<file path="config.mk">
export PLATFORM = sky130hd
export DESIGN_NAME = mem_access_stage
export DESIGN_NICKNAME = d
export VERILOG_FILES = /design/src/rtl/mem_access_stage.sv
export SDC_FILE = /design/constraint.sdc
export NUM_CORES = 1
export LEC_CHECK = 0
export BUFFER_PORTS_ARGS = -buffer_cell sky130_fd_sc_hd__buf_2
export CAP_MARGIN = 20
export CORE_AREA = 2 2 125 127
export DETAILED_ROUTE_END_ITERATION = 16
export DIE_AREA = 0 0 127 129
export GPL_TIMING_DRIVEN = 0
export PLACE_DENSITY = 0.72
export SLEW_MARGIN = 20
export SYNTH_ARGS = -nofsm -noshare
export SYNTH_HDL_FRONTEND = slang
export SYNTH_SLANG_ARGS = --single-unit
</file>
<file path="constraint.sdc">
create_clock -name clk -period 2.69 [get_ports clk]
set_input_delay 0.4035 -clock clk [delete_from_list [all_inputs] [get_ports clk]]
set_output_delay 0.4035 -clock clk [all_outputs]
set_load 0.01 [all_outputs]
</file>
<file path="src/rtl/mem_access_stage.sv">
// MEM stage of the RV32I pipeline.
// Holds the E->M pipeline register. Runs loads and stores on a req/ack data
// bus, with byte enables and load extension. Flags misaligned accesses and
// bus timeouts, and stalls the pipeline while a transaction is outstanding.
module mem_access_stage #(
    parameter int unsigned MAX_WAIT = 255
) (
    input  logic        clk,
    input  logic        reset,
    input  logic        RegWriteE,
    input  logic [1:0]  ResultSrcE,
    input  logic        MemWriteE,
    input  logic [2:0]  funct3E,
    input  logic [31:0] ALUResultE,
    input  logic [31:0] WriteDataE,
    input  logic [4:0]  RdE,
    input  logic [31:0] PCPlus4E,
    output logic        dmem_req,
    output logic        dmem_we,
    output logic [31:0] dmem_addr,
    output logic [31:0] dmem_wdata,
    output logic [3:0]  dmem_be,
    input  logic        dmem_ack,
    input  logic [31:0] dmem_rdata,
    output logic        RegWriteM,
    output logic [1:0]  ResultSrcM,
    output logic [4:0]  RdM,
    output logic [31:0] ALUResultM,
    output logic [31:0] PCPlus4M,
    output logic [31:0] ReadDataM,
    output logic        StallM,
    output logic        MisalignM,
    output logic        BusErrM
);

    typedef enum logic {
        ST_IDLE,
        ST_WAIT
    } state_t;

    // The counter runs 0..MAX_WAIT-1 while in WAIT; the last value is the timeout cycle.
    localparam logic [7:0] LP_LAST_WAIT = 8'(MAX_WAIT - 1);

    state_t      r_state;
    state_t      w_nextState;
    logic [7:0]  r_waitCnt;

    logic        r_RegWrite;
    logic [1:0]  r_ResultSrc;
    logic        r_MemWrite;
    logic [2:0]  r_funct3;
    logic [31:0] r_ALUResult;
    logic [31:0] r_WriteData;
    logic [4:0]  r_Rd;
    logic [31:0] r_PCPlus4;

    logic        w_memop;
    logic        w_sizeByte;
    logic        w_sizeHalf;
    logic        w_misaligned;
    logic        w_timeout;
    logic        w_req;
    logic        w_stall;
    logic        w_misalignPulse;
    logic        w_busErrPulse;
    logic [3:0]  w_be;
    logic [31:0] w_wdata;
    logic [31:0] w_laneShift;
    logic [15:0] w_half;
    logic [31:0] w_loadExt;

    // Access size comes from funct3[1:0]; anything other than byte/half is a word access.
    assign w_memop      = (r_ResultSrc == 2'b01) | r_MemWrite;
    assign w_sizeByte   = (r_funct3[1:0] == 2'b00);
    assign w_sizeHalf   = (r_funct3[1:0] == 2'b01);
    assign w_misaligned = (w_sizeHalf & r_ALUResult[0]) |
                          (~w_sizeByte & ~w_sizeHalf & (r_ALUResult[1:0] != 2'b00));
    assign w_timeout    = (r_waitCnt == LP_LAST_WAIT);

    // E->M pipeline register, frozen while the bus transaction is outstanding
    always_ff @(posedge clk or negedge reset) begin
        if (!reset) begin
            r_RegWrite  <= 1'b0;
            r_ResultSrc <= 2'b00;
            r_MemWrite  <= 1'b0;
            r_funct3    <= 3'b000;
            r_ALUResult <= 32'h0;
            r_WriteData <= 32'h0;
            r_Rd        <= 5'h0;
            r_PCPlus4   <= 32'h0;
        end else if (!w_stall) begin
            r_RegWrite  <= RegWriteE;
            r_ResultSrc <= ResultSrcE;
            r_MemWrite  <= MemWriteE;
            r_funct3    <= funct3E;
            r_ALUResult <= ALUResultE;
            r_WriteData <= WriteDataE;
            r_Rd        <= RdE;
            r_PCPlus4   <= PCPlus4E;
        end
    end

    // State register plus wait counter; the counter restarts every time WAIT is entered
    always_ff @(posedge clk or negedge reset) begin
        if (!reset) begin
            r_state   <= ST_IDLE;
            r_waitCnt <= 8'h0;
        end else begin
            r_state <= w_nextState;
            if (r_state == ST_WAIT) begin
                r_waitCnt <= r_waitCnt + 8'h1;
            end else begin
                r_waitCnt <= 8'h0;
            end
        end
    end

    // Next state: leave IDLE only for an aligned access not acked at once; ack beats timeout
    always_comb begin
        w_nextState = r_state;
        case (r_state)
            ST_IDLE: begin
                if (w_memop && !w_misaligned && !dmem_ack) begin
                    w_nextState = ST_WAIT;
                end
            end
            ST_WAIT: begin
                if (dmem_ack || w_timeout) begin
                    w_nextState = ST_IDLE;
                end
            end
            default: w_nextState = ST_IDLE;
        endcase
    end

    // Control outputs: request, stall, and the misalign / bus error pulses
    always_comb begin
        w_req           = 1'b0;
        w_stall         = 1'b0;
        w_misalignPulse = 1'b0;
        w_busErrPulse   = 1'b0;
        case (r_state)
            ST_IDLE: begin
                if (w_memop) begin
                    if (w_misaligned) begin
                        w_misalignPulse = 1'b1;
                    end else begin
                        w_req   = 1'b1;
                        w_stall = ~dmem_ack;
                    end
                end
            end
            ST_WAIT: begin
                w_req = 1'b1;
                if (!dmem_ack) begin
                    if (w_timeout) begin
                        w_busErrPulse = 1'b1;
                    end else begin
                        w_stall = 1'b1;
                    end
                end
            end
            default: ;
        endcase
    end

    // Store lane placement; loads always fetch the whole word
    always_comb begin
        w_be    = 4'hF;
        w_wdata = r_WriteData;
        if (r_MemWrite) begin
            if (w_sizeByte) begin
                w_be    = 4'b0001 << r_ALUResult[1:0];
                w_wdata = {4{r_WriteData[7:0]}};
            end else if (w_sizeHalf) begin
                w_be    = 4'b0011 << r_ALUResult[1:0];
                w_wdata = {2{r_WriteData[15:0]}};
            end
        end
    end

    assign w_laneShift = dmem_rdata >> {r_ALUResult[1:0], 3'b000};
    assign w_half      = r_ALUResult[1] ? dmem_rdata[31:16] : dmem_rdata[15:0];

    // Load extension; undefined funct3 codes behave as LW
    always_comb begin
        case (r_funct3)
            3'b000:  w_loadExt = {{24{w_laneShift[7]}}, w_laneShift[7:0]};
            3'b001:  w_loadExt = {{16{w_half[15]}}, w_half};
            3'b100:  w_loadExt = {24'h0, w_laneShift[7:0]};
            3'b101:  w_loadExt = {16'h0, w_half};
            default: w_loadExt = dmem_rdata;
        endcase
    end

    assign dmem_req   = w_req;
    assign dmem_we    = w_req & r_MemWrite;
    assign dmem_addr  = {r_ALUResult[31:2], 2'b00};
    assign dmem_wdata = (w_req & r_MemWrite) ? w_wdata : 32'h0;
    assign dmem_be    = w_req ? w_be : 4'h0;

    assign RegWriteM  = r_RegWrite & ~w_misalignPulse & ~w_busErrPulse;
    assign ResultSrcM = r_ResultSrc;
    assign RdM        = r_Rd;
    assign ALUResultM = r_ALUResult;
    assign PCPlus4M   = r_PCPlus4;
    assign ReadDataM  = (w_req & dmem_ack & ~r_MemWrite) ? w_loadExt : 32'h0;
    assign StallM     = w_stall;
    assign MisalignM  = w_misalignPulse;
    assign BusErrM    = w_busErrPulse;

endmodule

</file>
==> impl_metrics.csv, run 1 <==
group,metric,value,unit
sta,finClkSkew,0.0117,ns
min_path,whs_endpoint,"r_WriteData[23]",
drt,dr.pass1.iters,4,
setup_path,cp_cell_sequence,"buf_6, mux4_2, nor2b_4, o211ai_1, buf_4, buf_4, nor2_1, buf_2",
global_route,gr-total-overflow,0,
setup_path,crit_slowest_cell,"mux4_2",
setup_path,reg2reg_to,"PCPlus4M[2]",
floorplanning,rows,45,
sta,rsz0062_at_grt,"true",
run,maxCapViolations,0,
sta,max_slew_margin,56.9,%
drt,wl_per_cell,17.6,um
sta,tightest_slew,0.647,ns
drt,drc,0,
placement,place_area,7910,um2
synth,postSynthCellCount,546,
sta,finalSetupTns,-0.275,ns
setup_path,crit_type,"reg2out",
placement,gp_congestion,0.869,
min_path,hp-class,"in2reg",
sta,post-route-min-period,2.72,ns
synth,netlist_area,6050,um2
floorplanning,dieArea,16400,um2
global_route,grt_pass1_vias,5540,
pwr,p_per_area,869,nW/um2
min_path,min_from,"WriteDataE[23]",
synth,async_flop_share,100,%
synth,yosys_warnings,0,
setup_path,crit_fanout,6,
final_layout,drive_gt1_share,49.1,%
sta,max_freq,367,MHz
final_layout,synthToLayoutAreaGrowth,44.6,%
synth,yosys-top-cells-area,"dfrtp_1, mux2_1, a21oi_1",
clock_network,clk_latency,0.42,ns
placement,post-dp-hpwl,14.7,mm
floorplanning,coreArea,15000,um2
floorplanning,boundaryPins,320,
synth,synth-seq-cells,117,
synth,synth.largest_area_cell,"dfrtp_1",
clock_network,cts_tree,"yes",
setup_path,arrival,2.32,ns
drt,drt_wl_total,19.3,mm
global_route,grt_pass1_wl,28.7,mm
setup_path,crit_required,2.29,ns
min_path,hold_path_depth,2,
synth,synthFlopType,"dfrtp_1",
drt,antenna_left,0,
synth,yosysUniqueCellTypes,42,
setup_path,path_common_cell,"buf_4",
drt,vias,5630,
sta,final_hold_viol_count,0,
sta,layout_setup_ws,-0.0332,ns
setup_path,reg2reg_from,"ALUResultM[1]",
clock_network,cts.sinks,117,
synth,postSynthAreaPerCell,11.1,um2
synth,synth_edf_count,0,
setup_path,slowest_delay,0.49,ns
synth,synth_seq_area_share,48.4,%
pwr,vdd_drop_max,511,uV
global_route,antenna_found_initial,1,
pwr,p_leak,4.46,nW
floorplanning,start_util,40.4,%
pwr,fin_total_pwr,0.00760,W
drt,dr.first_iter.drc_count,275,
clock_network,htreeDepth,4,
clock_network,cts-root-buf,"clkbuf_16",
drt,viasPerCell,5.13,
final_layout,final_area,8750,um2
setup_path,r2r_slack,0.25,ns
global_route,grt_max_degree,64,
sta,finalCritPeriodShare,101,%
final_layout,nets,1045,
setup_path,r2r_cells,9,
setup_path,worstSetupStartpointType,"flip-flop",
run_status,status,"finished, violations left",
clock_network,cts_buffers,17,
setup_path,critPathCaptureType,"primary output",
clock_network,clkTransAtPathRegs,0.06,ns
floorplanning,die_w,127,um
synth,synth_top_cell_area_share,48.4,%
run_status,violations,"negative setup slack",
global_route,track_usage,22.7,%
placement,io_buffers,317,
sta,setup_viol,12,
floorplanning,die_y,129,um
clock_network,cts_max_path_buffers,2,
sta,drv_slew,0,
cells by family after synthesis:
group	Yosys count	share of synthesized area, %
xor gates and xnor gates	6	0.868
muxes	122	22.6
and+or+nand+nor	134	10.4
other	1	0.0619
adders and majority gates	6	1.24
DFF	117	48.4
buffers and inverters	75	8.06
AOI/OAI and AO/OA	85	8.35
per-layer routing:
metal  share of wire, %  routed length, um  GRT usage (%)  vias up
li1                   -                  -              -     2573
met3                9.5               1830           7.57       44
met4                2.9                554           8.92        0
met2                 51               9920           40.9      323
met1                 36               7010           24.9     2690
met5                  0                  0              0        -
worst max-delay path, delay by kind of cell (launching register included):
kind / cells / cell delay (ns)
simple gates: 2 / 0.21
flops: 1 / 0.40
buf+inv: 4 / 0.55
mux: 1 / 0.49
compound gates: 1 / 0.25
flip-flops by register name (all words and copies together) (netlist names):
name         flops
r_waitCnt        8
ResultSrcM       2
RdM              5
r_funct3         3
r_RegWrite       1
ALUResultM      32
r_MemWrite       1
PCPlus4M        32
r_state          1
r_WriteData     32
synthesized netlist by cell type (all sizes together), types with 5 or more instances:
| master | number |
|---|---|
| xnor2 | 5 |
| clkbuf | 17 |
| mux2 | 109 |
| ha | 6 |
| inv | 9 |
| or3 | 7 |
| buf | 49 |
| dfrtp | 117 |
| o21ai | 8 |
| nand2 | 36 |
| nor3 | 12 |
| nor2b | 9 |
| and2 | 6 |
| a21oi | 51 |
| nor2 | 42 |
| mux2i | 12 |
| a22oi | 10 |
| and3 | 10 |
worst max path at each step:
stage                       start             to  cells past startpoint
CTS                 ALUResultM[0]     dmem_be[3]                      8
floorplan           ALUResultM[1]  ReadDataM[21]                      5
global route        ALUResultM[1]  ReadDataM[26]                      8
detailed placement  ALUResultM[1]     dmem_be[3]                      8
finish              ALUResultM[1]  ReadDataM[31]                      8
global placement            reset  ALUResultM[3]                      1
cell usage in the layout (no fill, tap or decap), types with 8 or more instances in the layout:
cell type | synthesis | final
a22oi_1 | 10 | 10
clkbuf_16 | 0 | 17
buf_6 | 11 | 15
mux2_1 | 98 | 98
mux2i_1 | 12 | 12
o21ai_0 | 8 | 8
dfrtp_1 | 117 | 115
mux2_2 | 11 | 11
a21oi_1 | 51 | 50
and3_1 | 10 | 10
buf_4 | 32 | 44
nor3_1 | 12 | 12
clkbuf_1 | 17 | 11
buf_2 | 3 | 320
nor2_1 | 42 | 38
nand2_1 | 36 | 34
final cells by class:
class	instances	area, um2
fill	1310	6220
sequential	117	2930
multi-input combinational	355	2700
timing repair buffer	332	1740
buffer	64	477
clock buffer	21	460
tap	188	235
clock inverter	11	174
inverter	9	36.3
antenna	1	2.50
timing repair:
action                                  CTS  global route
endpoints found under the setup margin   73            56
pin swaps                                 1             6
hold buffers                              1             0
hold endpoints to repair                 62             0
gates resized for setup                  22            27
gates cloned                              0             1
setup buffers                             7             5
where the power goes:
group	switching, W	internal, W	total (W)	leakage, nW
sequential	0.000265	0.00212	0.00239	1.38
combinational	0.00150	0.00130	0.00280	2.78
clock	0.000817	0.00160	0.00242	0.300
stage by stage:
stage	cells	hold slack [ns]	setup slack (ns)	util, %
after floorplan	547	0.108	0.405	-
after global placement	1052	0.463	-0.283	52.6
after detailed placement	1053	0.430	-0.228	52.8
after CTS	1092	0.186	-0.0415	57.7
after global routing	1098	0.192	-0.118	58.5
final	1098	0.198	-0.0332	58.5
Note: power is estimated with default switching activity, not from simulation.
==> run 2, diff against run 1 <==
Settings changed: CAP_MARGIN 20 to unset.
Clock period 2.69 ns to 2.9 ns, I/O delays scaled along.
==> impl_metrics.csv, run 2 (same netlist as run 1, synthesis figures left out) <==
group,metric,value,unit
setup_path,slowest_delay,0.48,ns
global_route,grt_pass1_wl,28.6,mm
clock_network,cts.sinks,117,
setup_path,worstSetupStartpointType,"flip-flop",
setup_path,cp_cell_sequence,"buf_2, clkbuf_1, buf_1, a21oi_1, nor3_1, buf_2",
sta,tightest_slew,0.857,ns
setup_path,crit_fanout,10,
setup_path,reg2reg_from,"ALUResultM[0]",
sta,post-route-min-period,2.82,ns
run_status,status,"complete, no violations",
final_layout,nets,1042,
pwr,p_per_area,808,nW/um2
drt,dr.first_iter.drc_count,279,
drt,antenna_left,0,
drt,vias,5556,
pwr,p_comb_share,36.4,%
clock_network,cts_hold_buffers,0,
final_layout,mostFrequentLayoutCells,"buf_2, dfrtp_1, mux2_1, a21oi_1, buf_4",
sta,setup_viol,0,
sta,finClkSkew,0.00742,ns
sta,final_hold_viol_count,0,
setup_path,r2r_slack,0.69,ns
setup_path,crit_required,2.47,ns
placement,place_area,7910,um2
clock_network,clk_latency,0.42,ns
clock_network,cts-root-buf,"clkbuf_16",
final_layout,stdcell_count,1095,
pwr,intPower,0.00463,W
global_route,track_usage,22.6,%
final_layout,post-route-util,57.9,%
setup_path,path_common_cell,"buf_2",
setup_path,crit_type,"reg2out",
clock_network,htreeDepth,4,
pwr,swShare,33.8,%
floorplanning,boundaryPins,320,
placement,gp_congestion,0.869,
setup_path,crit_slowest_cell,"buf_1",
sta,rsz0062_at_grt,"true",
sta,max_slew_margin,42.4,%
floorplanning,die_y,129,um
sta,drv_slew,0,
final_layout,n_fill_cell,1309,
sta,finalCritPeriodShare,97.2,%
clock_network,cts_buffers,17,
pwr,vdd_drop_max,475,uV
floorplanning,coreArea,15000,um2
setup_path,reg2reg_to,"PCPlus4M[2]",
final_layout,final_common_cell,"buf_2",
pwr,p_switching,0.00237,W
pwr,power_frac_seq,31.4,%
pwr,p_leak,4.42,nW
drt,dr.max_layer_used,"met4",
clock_network,cts_tree,"yes",
sta,max_freq,355,MHz
drt,drt_wl_total,19.1,mm
sta,finalSetupTns,0,ns
drt,routed-wl-met2,9.88,mm
run,maxCapViolations,0,
floorplanning,die_w,127,um
floorplanning,dieArea,16400,um2
setup_path,critPathCaptureType,"primary output",
drt,drc,0,
final_layout,synthToLayoutAreaGrowth,43.2,%
global_route,gr-total-overflow,0,
setup_path,crit_buf_inv,4,
global_route,grt_max_degree,64,
global_route,grt_pass1_vias,5530,
clock_network,clkTransAtPathRegs,0.05,ns
floorplanning,rows,45,
setup_path,arrival,2.38,ns
drt,drt-met1-wl,6.88,mm
final_layout,multi_input_area,2660,um2
setup_path,r2r_cells,8,
drt,wl_per_cell,17.4,um
drt,viasPerCell,5.07,
final_layout,final_area,8670,um2
placement,post-dp-hpwl,14.7,mm
clock_network,cts_max_path_buffers,2,
drt,dr.pass1.iters,5,
drt,wl_met3,1.83,mm
placement,placed_cells_incl_taps,1053,
min_path,hp-class,"in2async",
global_route,antenna_found_initial,1,
pwr,p_clk_share,32.1,%
final_layout,drive_gt1_share,47.9,%
floorplanning,start_util,40.4,%
setup_path,crit_family,"buffers and inverters",
placement,io_buffers,317,
final_layout,regArea,2930,um2
-- run 2: changes by cell type in the layout (fill, tap and decap cells not counted), moves of 2 or more --
cell,delta
buf_4,-2
buf_6,-5
clkbuf_1,+2
clkbuf_2,+3
nand2_1,+2
nor2_1,+2
-- run 2: power groups by stage --
stage               clock network [W]  registers (W)  logic, W
global placement                    0        0.00222   0.00244
floorplan                           0        0.00228   0.00140
detailed placement                  0        0.00223   0.00247
global route                  0.00236        0.00225   0.00276
finish                        0.00225        0.00220   0.00255
CTS                           0.00228        0.00221   0.00252
-- run 2: worst max path at each step --
stage / from / endpoint / slack [ns] / cells after the start
after floorplan: ALUResultM[1] / ReadDataM[21] / 0.58 / 5
after global placement: reset / ALUResultM[3] / -0.10 / 1
after detailed placement: ALUResultM[1] / dmem_be[3] / -0.05 / 8
after CTS: ALUResultM[0] / StallM / 0.02 / 9
after global routing: ALUResultM[0] / ReadDataM[7] / -0.02 / 8
final: r_funct3[1] / ReadDataM[4] / 0.08 / 6
-- run 2: per-stage QoR --
stage	setup WS, ns	hold slack [ns]	power [W]
6_report	0.0806	0.00273	0.00700
5_1_grt	-0.0166	0.0489	0.00736
4_1_cts	0.0177	0.0159	0.00701
3_5_place_dp	-0.0499	0.461	0.00470
3_3_place_gp	-0.105	0.463	0.00466
2_1_floorplan	0.583	0.139	0.00368
-- run 2: per-layer routing --
layer  vias to the layer above  track usage, %
li1                       2573               -
met1                      2637            24.7
met2                       311            40.8
met3                        35            7.57
met4                         0            8.92
met5                         -               0
-- run 2: cell type report --
cell class,instances,share of cell area [%]
Timing Repair Buffer,327,19.5
Inverter,9,0.447
Multi-Input combinational cell,355,30.7
Sequential cell,117,33.8
Tap cell,188,2.71
Buffer,66,5.51
Antenna cell,1,0.0289
Clock buffer,21,5.31
Clock inverter,11,2.01
-- run 2: what timing repair did --
| action | 4_1_cts | 5_1_grt |
|---|---|---|
| endpoints found under the setup margin | 51 | 38 |
| cloned | 0 | 0 |
| buffers inserted | 4 | 5 |
| pin swaps | 1 | 0 |
| resized for setup | 12 | 14 |
